==> src/rtl/mc_ctrl_pkg.sv <==
// mc_ctrl_pkg: shared encodings for the multi-cycle controller and the single-cycle decoder
package mc_ctrl_pkg;
    typedef enum logic [3:0] {
        S_IF  = 4'd0,
        S_ID  = 4'd1,
        S_EX  = 4'd2,
        S_MA  = 4'd3,
        S_WB  = 4'd4,
        S_JMP = 4'd5,
        S_ILL = 4'd6
    } state_e;
    typedef enum logic [4:0] {
        ALU_NOP, ALU_ADD, ALU_SUB, ALU_AND, ALU_OR, ALU_XOR, ALU_NOR, ALU_SLT,
        ALU_SLTU, ALU_SLL, ALU_SRL, ALU_SRA, ALU_SLLV, ALU_SRLV, ALU_SRAV
    } alu_op_e;
    typedef enum logic [3:0] {
        C_R, C_I, C_LD, C_ST, C_BEQ, C_BNE, C_J, C_JAL, C_JR, C_JALR, C_ILL
    } cls_e;
    localparam logic [1:0] PC_ALU = 2'd0, PC_BR = 2'd1, PC_J = 2'd2, PC_RS = 2'd3;
    localparam logic [1:0] GPR_RD = 2'd0, GPR_RT = 2'd1, GPR_31 = 2'd2;
    localparam logic [1:0] WD_ALU = 2'd0, WD_MDR = 2'd1, WD_PC = 2'd2;
    localparam logic [1:0] SB_RT = 2'd0, SB_4 = 2'd1, SB_IMM = 2'd2, SB_IMM_SH = 2'd3;
    localparam logic [3:0] LS_LW = 4'd0, LS_LB = 4'd1, LS_LBU = 4'd2, LS_LH = 4'd3, LS_LHU = 4'd4, LS_SB = 4'd5;
endpackage

==> src/rtl/mc_ctrl_idec.sv <==
// mc_idec: combinational opcode/funct decoder giving instruction class and datapath controls
module mc_idec
    import mc_ctrl_pkg::*;
(
    input  logic [5:0] op_i,
    input  logic [5:0] funct_i,
    output cls_e       cls_o,
    output alu_op_e    alu_op_o,
    output logic       ext_op_o,
    output logic [3:0] load_sel_o
);
    // Map each supported opcode/funct to its class and controls; anything else decodes as illegal
    always_comb begin
        cls_o = C_ILL;
        alu_op_o = ALU_NOP;
        ext_op_o = 1'b0;
        load_sel_o = LS_LW;
        case (op_i)
            6'h00: begin
                cls_o = C_R;
                case (funct_i)
                    6'h00: alu_op_o = ALU_SLL;
                    6'h02: alu_op_o = ALU_SRL;
                    6'h03: alu_op_o = ALU_SRA;
                    6'h04: alu_op_o = ALU_SLLV;
                    6'h06: alu_op_o = ALU_SRLV;
                    6'h07: alu_op_o = ALU_SRAV;
                    6'h08: cls_o = C_JR;
                    6'h09: cls_o = C_JALR;
                    6'h20, 6'h21: alu_op_o = ALU_ADD;
                    6'h22, 6'h23: alu_op_o = ALU_SUB;
                    6'h24: alu_op_o = ALU_AND;
                    6'h25: alu_op_o = ALU_OR;
                    6'h26: alu_op_o = ALU_XOR;
                    6'h27: alu_op_o = ALU_NOR;
                    6'h2a: alu_op_o = ALU_SLT;
                    6'h2b: alu_op_o = ALU_SLTU;
                    default: cls_o = C_ILL;
                endcase
            end
            6'h02: cls_o = C_J;
            6'h03: cls_o = C_JAL;
            6'h04: begin cls_o = C_BEQ; alu_op_o = ALU_SUB; ext_op_o = 1'b1; end
            6'h05: begin cls_o = C_BNE; alu_op_o = ALU_SUB; ext_op_o = 1'b1; end
            6'h08, 6'h09: begin cls_o = C_I; alu_op_o = ALU_ADD; ext_op_o = 1'b1; end
            6'h0a: begin cls_o = C_I; alu_op_o = ALU_SLT; ext_op_o = 1'b1; end
            6'h0b: begin cls_o = C_I; alu_op_o = ALU_SLTU; ext_op_o = 1'b1; end
            6'h0c: begin cls_o = C_I; alu_op_o = ALU_AND; end
            6'h0d: begin cls_o = C_I; alu_op_o = ALU_OR; end
            6'h0e: begin cls_o = C_I; alu_op_o = ALU_XOR; end
            6'h20: begin cls_o = C_LD; alu_op_o = ALU_ADD; ext_op_o = 1'b1; load_sel_o = LS_LB; end
            6'h21: begin cls_o = C_LD; alu_op_o = ALU_ADD; ext_op_o = 1'b1; load_sel_o = LS_LH; end
            6'h23: begin cls_o = C_LD; alu_op_o = ALU_ADD; ext_op_o = 1'b1; load_sel_o = LS_LW; end
            6'h24: begin cls_o = C_LD; alu_op_o = ALU_ADD; ext_op_o = 1'b1; load_sel_o = LS_LBU; end
            6'h25: begin cls_o = C_LD; alu_op_o = ALU_ADD; ext_op_o = 1'b1; load_sel_o = LS_LHU; end
            6'h28: begin cls_o = C_ST; alu_op_o = ALU_ADD; ext_op_o = 1'b1; load_sel_o = LS_SB; end
            6'h2b: begin cls_o = C_ST; alu_op_o = ALU_ADD; ext_op_o = 1'b1; load_sel_o = LS_LW; end
            default: ;
        endcase
    end
endmodule

==> src/rtl/mc_ctrl.sv <==
// mc_ctrl: multi-cycle control FSM (fetch, decode, execute, memory, write-back, jump, illegal)
module mc_ctrl
    import mc_ctrl_pkg::*;
(
    input  logic       clk,
    input  logic       rstn,
    input  logic [5:0] Op,
    input  logic [5:0] Funct,
    input  logic       Zero,
    input  logic       mem_ready,
    output logic       MemReq,
    output logic       MemWE,
    output logic       IorD,
    output logic       IRWrite,
    output logic       PCWrite,
    output logic [1:0] PCSource,
    output logic       RegWrite,
    output logic [1:0] GPRSel,
    output logic [1:0] WDSel,
    output logic       ALUSrcA,
    output logic [1:0] ALUSrcB,
    output logic [4:0] ALUOp,
    output logic       EXTOp,
    output logic [3:0] LOADSel,
    output logic       illegal,
    output logic [3:0] state
);
    cls_e       cls;
    alu_op_e    alu_op;
    logic       ext_op;
    logic [3:0] load_sel;
    state_e     state_q;
    logic       illegal_q;
    logic       is_br, is_jmp, is_mem, is_link;

    mc_idec u_idec (
        .op_i      (Op),
        .funct_i   (Funct),
        .cls_o     (cls),
        .alu_op_o  (alu_op),
        .ext_op_o  (ext_op),
        .load_sel_o(load_sel)
    );

    assign is_br   = cls == C_BEQ || cls == C_BNE;
    assign is_jmp  = cls == C_J || cls == C_JAL || cls == C_JR || cls == C_JALR;
    assign is_mem  = cls == C_LD || cls == C_ST;
    assign is_link = cls == C_JAL || cls == C_JALR;
    assign state   = rstn ? state_q : S_IF;
    assign illegal = rstn & illegal_q;

    // State sequencing; ILL is left only through reset, and the sticky flag is set on entry
    always_ff @(posedge clk) begin
        if (!rstn) begin
            state_q <= S_IF;
            illegal_q <= 1'b0;
        end else begin
            case (state_q)
                S_IF:    state_q <= mem_ready ? S_ID : S_IF;
                S_ID:    state_q <= cls == C_ILL ? S_ILL : is_jmp ? S_JMP : S_EX;
                S_EX:    state_q <= is_br ? S_IF : is_mem ? S_MA : S_WB;
                S_MA:    state_q <= !mem_ready ? S_MA : cls == C_LD ? S_WB : S_IF;
                S_ILL:   state_q <= S_ILL;
                default: state_q <= S_IF;
            endcase
            if (state_q == S_ID && cls == C_ILL) illegal_q <= 1'b1;
        end
    end

    // Moore decode of state and IR; only the fetch writes and branch PCWrite see mem_ready/Zero
    always_comb begin
        MemReq = 1'b0;
        MemWE = 1'b0;
        IorD = 1'b0;
        IRWrite = 1'b0;
        PCWrite = 1'b0;
        PCSource = PC_ALU;
        RegWrite = 1'b0;
        GPRSel = GPR_RD;
        WDSel = WD_ALU;
        ALUSrcA = 1'b0;
        ALUSrcB = SB_RT;
        ALUOp = ALU_NOP;
        EXTOp = 1'b0;
        LOADSel = LS_LW;
        if (rstn) begin
            case (state_q)
                S_IF: begin
                    MemReq = 1'b1;
                    ALUSrcB = SB_4;
                    ALUOp = ALU_ADD;
                    IRWrite = mem_ready;
                    PCWrite = mem_ready;
                end
                S_ID: begin
                    ALUSrcB = SB_IMM_SH;
                    ALUOp = ALU_ADD;
                    EXTOp = 1'b1;
                end
                S_EX: begin
                    ALUSrcA = 1'b1;
                    ALUSrcB = (cls == C_R || is_br) ? SB_RT : SB_IMM;
                    ALUOp = alu_op;
                    EXTOp = ext_op;
                    PCWrite = (cls == C_BEQ && Zero) || (cls == C_BNE && !Zero);
                    PCSource = is_br ? PC_BR : PC_ALU;
                end
                S_MA: begin
                    MemReq = 1'b1;
                    IorD = 1'b1;
                    MemWE = cls == C_ST;
                    LOADSel = load_sel;
                end
                S_WB: begin
                    RegWrite = 1'b1;
                    GPRSel = cls == C_R ? GPR_RD : GPR_RT;
                    WDSel = cls == C_LD ? WD_MDR : WD_ALU;
                end
                S_JMP: begin
                    PCWrite = 1'b1;
                    PCSource = (cls == C_J || cls == C_JAL) ? PC_J : PC_RS;
                    RegWrite = is_link;
                    GPRSel = cls == C_JAL ? GPR_31 : GPR_RD;
                    WDSel = is_link ? WD_PC : WD_ALU;
                end
                default: ;
            endcase
        end
    end
endmodule

==> config.mk <==
export PLATFORM = sky130hd
export DESIGN_NAME = mc_ctrl
export DESIGN_NICKNAME = d
export VERILOG_FILES = /design/src/rtl/mc_ctrl_pkg.sv /design/src/rtl/mc_ctrl_idec.sv /design/src/rtl/mc_ctrl.sv
export SDC_FILE = /design/constraint.sdc
export NUM_CORES = 1
export LEC_CHECK = 0
export ABC_AREA = 1
export CORE_MARGIN = 1.5
export CORE_UTILIZATION = 46
export DETAILED_ROUTE_END_ITERATION = 8
export GPL_ROUTABILITY_DRIVEN = 0
export PLACE_DENSITY = 0.91
export SLEW_MARGIN = 25
export SYNTH_ARGS = -nofsm -noshare
export SYNTH_HDL_FRONTEND = slang
export SYNTH_SLANG_ARGS = --single-unit
==> constraint.sdc <==
create_clock -name clk -period 2.9 [get_ports clk]
set_input_delay 0.58 -clock clk [delete_from_list [all_inputs] [get_ports clk]]
set_output_delay 0.58 -clock clk [all_outputs]
set_load 0.05 [all_outputs]
==> results of run 1 <==
## cells by family after synthesis
family / share of synthesized area
mux: 0.0105
simple gates: 0.565
compound gates: 0.178
other cells: 0.00350
buf+inv: 0.168
flops: 0.0748
## what timing repair did
item,in CTS
hold buffers,0
resized for setup,36
endpoints found under the setup margin,11
buffers inserted,3
pin swaps,5
## stage by stage
step / setup slack (ns) / util / hold slack [ns] / TNS [ns]
after floorplan: -0.132 / - / 0.419 / -0.254
after global placement: -0.144 / 0.866 / 0.438 / -0.871
after detailed placement: -0.325 / 0.866 / 0.464 / -1.82
after CTS: 0.00976 / 0.950 / 0.474 / 0
==> metrics.cfg, run 1 <==
[synth]
synth_top_flop_cell=dfxtp_1
ys_ff_latch=4
syn_area_um2=1070
syn-instance-count=202
synth_top_area_cell=nand3_1
synthArstFlopShare=0
ys_warn_count=0
ys_top_cells_by_count=nor2_1 (34), inv_1 (31), nand3_1 (29)
yosysUniqueCellTypes=30
netlist.area_leader.share=0.136
synth.area.top_cells=nand3_1 (14%), nor2_1 (12%), inv_1 (11%), nand2_1 (8.4%), dfxtp_1 (7.5%)
yosysMostFrequentCell=nor2_1
avgSynthCellArea_um2=5.30
synth_edf_count=0
seq_area_frac_synth=0.0748

[placed_design]
placed_area_um2=1920
post-dp-hpwl_um=3510
io_buffers=42
dp.cells=297

[die]
start_util=0.484
chipHeight_um=51.3
io_pins=46
chipWidth_um=51.3
rows=17

[clocking]
clockBufferDepth=2
cts_sinks=4
h-tree-depth=1
clock-root-buffer=clkbuf_4
cts_buffers=3

[outcome]
firstError=[ERROR DPL-0038] Utilization greater than 100%, impossible to legalize
haltStage=global routing (5_1_grt)
outcome=stopped before the end

[sta]
endpoint_type=top-level output
worst_endpoint=WDSel[1]

[global_route]
grt_start_max_net_pins=11

==> run 2: changes to the inputs <==
--- a/config.mk
+++ b/config.mk
@@ -6,11 +6,11 @@
 export NUM_CORES = 1
 export LEC_CHECK = 0
 export ABC_AREA = 1
-export CORE_MARGIN = 1.5
-export CORE_UTILIZATION = 46
+export CORE_AREA = 2 2 63 65
 export DETAILED_ROUTE_END_ITERATION = 8
+export DIE_AREA = 0 0 65 67
 export GPL_ROUTABILITY_DRIVEN = 0
-export PLACE_DENSITY = 0.91
+export PLACE_DENSITY_LB_ADDON = 0.15
 export SLEW_MARGIN = 25
 export SYNTH_ARGS = -nofsm -noshare
 export SYNTH_HDL_FRONTEND = slang
==> run 2 against run 1 <==
The run now ends clean. Area after synthesis unchanged. Synthesized cell count unchanged.
==> metrics.cfg, run 2 <==
[outcome]
outcome=finished, final reports clean

[detailed_routing]
initialDrtViolationCount=100
ant_nets=0
dr.pass1.iters=4
drcViolationCount=0
wl_um=3910
via_per_inst=4.88
m1WireLength_um=1730
met2WireLength_um=1970
post_drt_wl_per_cell_um=11.7
vias=1626
dr_wl_met3_um=204
route.top_layer_used=met4

[setup_path]
worst_path_most_repeated_cell=nor2_2
cp_data_required_time_ns=2.32
path_delay_family=simple AND/OR/NAND/NOR gates
crit_path_top_delay_cell=clkdlybuf4s50_1
critPathBufInv=2
cp.arrival_ns=2.24
cp_slowest_stage_delay_ns=0.51
critPathKind=input port to primary output
path_cells=clkdlybuf4s50_1 > nor2_2 > nand3_1 > nand4_2 > nand4_2 > nor2_2 > nor2_2 > o22ai_2 > buf_12
cp_max_fo=6
crit_path_start_kind=input port
end_kind=primary output

[clocking]
clkSlewWorstSetupHoldPaths_ns=0.03
cts_buffers=3  ; unchanged
cts_tree=yes
clockBufferDepth=2  ; unchanged
clock-root-buffer=clkbuf_8
clock_latency_ns=0.21
h-tree-depth=1  ; unchanged
cts_sinks=4  ; unchanged

[layout]
area_delta_synth_final_pct=105
layout_commonest_cell=buf_4
top_register=state_q
top_regs=state_q: 3 flops, illegal_q: 1 flops
final_cell_mix=buf_4 (47), inv_1 (30), nor2_1 (26)
largest_reg_flops=3
fillCellCount=343
multi_input_area_um2=977
regArea_um2=80.1
fin_nets=303
final_core_util=0.610
layoutNonFillerInstCount=333
drive_gt1_frac=0.439
antenna-diode-count=0

[die]
start_util=0.297  ; -0.187
io_pins=46  ; unchanged
chipWidth_um=65  ; +27%
die_area_um2=4360
chipHeight_um=67  ; +31%
rows=22  ; +5
coreArea_um2=3610

[global_route]
grt_pass1_vias=1497
grtUsageTotal=0.183
grt_pass1_wl_um=6350
gr-total-overflow=0
grt_start_max_net_pins=12
antenna_found_initial=0

[power]
leakage_nw=1.04
vdd_drop_max_v=0.000120
power.density_nw_per_um2=217

[placed_design]
place_ws_ns=-0.153  ; +0.172 ns
dp.cells=327  ; +10%
io_buffers=42  ; unchanged
post-dp-hpwl_um=3070  ; -12%

[synth]
ys_warn_count=0  ; unchanged
netlist.area_leader.share=0.136  ; unchanged
synth.area.top_cells=nand3_1 (14%), nor2_1 (12%), inv_1 (11%), nand2_1 (8.4%), dfxtp_1 (7.5%)
syn_area_um2=1070  ; unchanged
yosysMostFrequentCell=nor2_1
synth_edf_count=0  ; unchanged
yosysUniqueCellTypes=30  ; unchanged
synth_top_area_cell=nand3_1
ys_top_cells_by_count=nor2_1 (34), inv_1 (31), nand3_1 (29)
seq_area_frac_synth=0.0748  ; unchanged
synthArstFlopShare=0  ; unchanged
ys_ff_latch=4  ; unchanged
syn-instance-count=202  ; unchanged
synth_top_flop_cell=dfxtp_1
avgSynthCellArea_um2=5.30  ; unchanged

[sta]
grt_setup_unrepaired=yes
setup_slack_ns=0.0761
fin_crit_sh=0.974
fin_setup_tns_ns=0
finClkSkew_ns=0.00329
setup_viol=0
fmax_mhz=354
final-max-slew-violation-count=0
whs_ns=0.484
min_period_ns=2.82
finalHoldViolations=0

[worst_hold_path]
hold_class=flip-flop to flip-flop

[job]
maxCapViolCount=0

==> run 2: path summary, 6_finish.rpt <==
kind,from,to,slack [ns],cells past startpoint
max,Funct[2],RegWrite,0.08,9
min,illegal_q,illegal_q,0.48,2
max reg2reg,state_q[1],state_q[2],1.37,8
min reg2reg,illegal_q,illegal_q,0.48,2
==> run 2: what timing repair did <==
action,in CTS,in global routing
pin swaps,0,5
cloned,0,1
hold buffers,0,0
endpoints found under the setup margin,11,11
buffers inserted,0,2
resized for setup,18,19
==> run 2: power breakdown <==
group / switching, mW / leakage [nW] / internal [mW] / total (mW)
Combinational: 0.176 / 0.981 / 0.121 / 0.297
Clock: 0.0266 / 0.0216 / 0.0883 / 0.115
Sequential: 0.00567 / 0.0328 / 0.0604 / 0.0660
==> run 2: kinds of logic after synthesis <==
group	after synthesis	share of synthesized area
and+or+nand+nor	121	0.565
buffers and inverters	43	0.168
AOI/OAI and AO/OA	32	0.178
DFF	4	0.0748
muxes	1	0.0105
other	1	0.00350
==> run 2: cell type report <==
type / count / area share
well taps: 48 / 0.0273
multi-input cells: 157 / 0.444
inverters: 38 / 0.0648
repair buffers: 83 / 0.409
clock buffers: 3 / 0.0188
flip-flops and latches: 4 / 0.0364
==> run 2: tightest hold or removal path, cell delays in order, from the launching register on <==
cell     delay [ns]
dfxtp_1        0.29
nand2_1        0.07
o31ai_1        0.08
==> run 2: layer usage <==
layer | global-route usage | vias to the layer above
li1 | - | 846
met2 | 0.316 | 47
met3 | 0.0270 | 2
met4 | 0.0426 | 0
met5 | 0 | -
met1 | 0.238 | 731
==> run 2: metrics by stage <==
step                      power (mW)  cell area (um2)
after floorplan                0.220             1120
after global placement         0.348             2020
after detailed placement       0.348             2020
after CTS                      0.470             2110
after global routing           0.507             2200
final                          0.478             2200
No activity file was read; power rests on OpenSTA's default activity.
==> run 3: changes to the inputs <==
--- a/config.mk
+++ b/config.mk
@@ -6,6 +6,7 @@
 export NUM_CORES = 1
 export LEC_CHECK = 0
 export ABC_AREA = 1
+export CAP_MARGIN = 5
 export CORE_AREA = 2 2 63 65
 export DETAILED_ROUTE_END_ITERATION = 8
 export DIE_AREA = 0 0 65 67
==> constraint.sdc (replaced) <==
create_clock -name clk -period 2.3 [get_ports clk]
set_input_delay 0.46 -clock clk [delete_from_list [all_inputs] [get_ports clk]]
set_output_delay 0.46 -clock clk [all_outputs]
set_load 0.05 [all_outputs]
==> run 3 against run 2 <==
The flow now finishes with violations (setup timing). Die area stayed put. Sequential share of layout area fell by 0.66 points. Power is 44% higher.
==> metrics.cfg, run 3 (synthesis gave the netlist of run 2 again) <==
[global_route]
grt_pass1_vias=1772  ; +18%
grtUsageTotal=0.217  ; +0.0340
grt_start_max_net_pins=9  ; -3
gr-total-overflow=0  ; unchanged
grt_pass1_wl_um=7600  ; +20%
antenna_found_initial=0  ; unchanged

[layout]
final_area_um2=2730  ; +24%
fin_nets=329  ; +8.6%
largest_reg_flops=3  ; unchanged
top_register=state_q
fillCellCount=259  ; -24%
layout_commonest_cell=buf_4
top_regs=state_q: 3 flops, illegal_q: 1 flops
antenna-diode-count=0  ; unchanged
final_core_util=0.756  ; +0.146
area_delta_synth_final_pct=155
final_cell_mix=buf_4 (60), inv_1 (24), nor2_4 (22)
drive_gt1_frac=0.630  ; +0.192

[setup_path]
crit_end=ALUOp[2]
worstReg2RegStart=state_q[1]
rr_endpoint=state_q[0]
r2r_slack_ns=0.88  ; -0.49 ns
critPathKind=input port to primary output
crit_path_start_kind=input port
cp_data_required_time_ns=1.84  ; -0.48 ns
reg2regPathDepth=8  ; unchanged
cp.arrival_ns=1.88  ; -0.36 ns
end_kind=primary output
cp_max_fo=3  ; -3
startpoint=Funct[3]

[power]
leakage_nw=1.23  ; +19%
power.density_nw_per_um2=253  ; +17%
power_uw=690  ; +44%
vdd_drop_max_v=0.000177  ; +47%

[outcome]
outcome=finished, violations left
violations=setup timing

[worst_hold_path]
hold_class=flip-flop to flip-flop

[die]
chipWidth_um=65  ; unchanged
start_util=0.297  ; unchanged
coreArea_um2=3610  ; unchanged
die_area_um2=4360  ; unchanged
rows=22  ; unchanged
chipHeight_um=67  ; unchanged
io_pins=46  ; unchanged

[sta]
fmax_mhz=427
whs_ns=0.445  ; -0.0389 ns
finClkSkew_ns=0.00327  ; -0.0000120 ns
setup_viol=4  ; +4
min_period_ns=2.34
final-max-slew-violation-count=0  ; unchanged
grt_setup_unrepaired=yes
setup_slack_ns=-0.0408  ; -0.117 ns
fin_crit_sh=1.02
finalHoldViolations=0  ; unchanged

[detailed_routing]
dr_wl_met3_um=262  ; +28%
drcViolationCount=0  ; unchanged
via_per_inst=5.07  ; +3.8%
post_drt_wl_per_cell_um=13.4  ; +14%
route.top_layer_used=met4
dr.pass1.iters=4  ; unchanged
wl_um=4810  ; +23%
vias=1819  ; +12%
initialDrtViolationCount=110  ; +10%
m1WireLength_um=1860  ; +7.8%
ant_nets=0  ; unchanged
met2WireLength_um=2610  ; +32%

[placed_design]
post-dp-hpwl_um=3310  ; +7.7%
placed_area_um2=2260  ; +12%
place_ws_ns=-0.520  ; -0.367 ns
io_buffers=42  ; unchanged

[clocking]
clkSlewWorstSetupHoldPaths_ns=0.03  ; about the same
cts_hold_buf=0  ; unchanged
cts_buffers=3  ; unchanged
clockBufferDepth=2  ; unchanged
clock_latency_ns=0.22  ; about the same
clock-root-buffer=clkbuf_8
h-tree-depth=1  ; unchanged
cts_sinks=4  ; unchanged
cts_tree=yes

[job]
maxCapViolCount=0  ; unchanged

run 3: report_power, final:
group          internal, mW  total, mW  switching (mW)
logic                 0.194      0.459           0.265
registers            0.0764     0.0835         0.00706
clock network         0.112      0.147          0.0359
run 3: cell type report:
type	count	area [um2]	share of cell area
multi-input combinational	157	1270	0.465
timing repair buffer	109	1130	0.415
clock buffer	3	41.3	0.0151
tap	48	60.1	0.0220
inverter	38	146	0.0537
sequential	4	81.3	0.0298
run 3: worst max-delay path, cell delays in order:
cell and delay [ns]:
clkdlybuf4s15_1 0.21, inv_2 0.05, nor2_2 0.16, buf_4 0.15, nand4_1 0.13, buf_4 0.17, nand3_1 0.10, a21oi_1 0.12
a21oi_4 0.17, buf_6 0.17
run 3: routing by layer:
metal / vias to the layer above / GRT usage
met5: - / 0
met4: 0 / 0.0372
met3: 11 / 0.0304
met2: 76 / 0.407
met1: 838 / 0.263
li1: 894 / -
run 3: stage by stage:
stage / setup TNS, ns / instances
6_report: -0.0587 / 359
5_1_grt: -0.618 / 359
4_1_cts: -0.0107 / 354
3_5_place_dp: -5.95 / 345
3_3_place_gp: -5.66 / 345
2_1_floorplan: -0.147 / 204
run 3: worst min path at each step:
stage	start	end	slack (ns)	depth (start not counted)
after floorplan	illegal_q	illegal_q	0.42	2
after global placement	illegal_q	illegal_q	0.43	2
after detailed placement	illegal_q	illegal_q	0.44	2
after CTS	illegal_q	illegal_q	0.45	2
after global routing	illegal_q	illegal_q	0.49	2
final	illegal_q	illegal_q	0.44	2
run 3: repair_timing:
action / CTS / global route
endpoints found under the setup margin: 18 / 13
resized for setup: 97 / 41
pin swaps: 23 / 14
setup buffers: 6 / 5
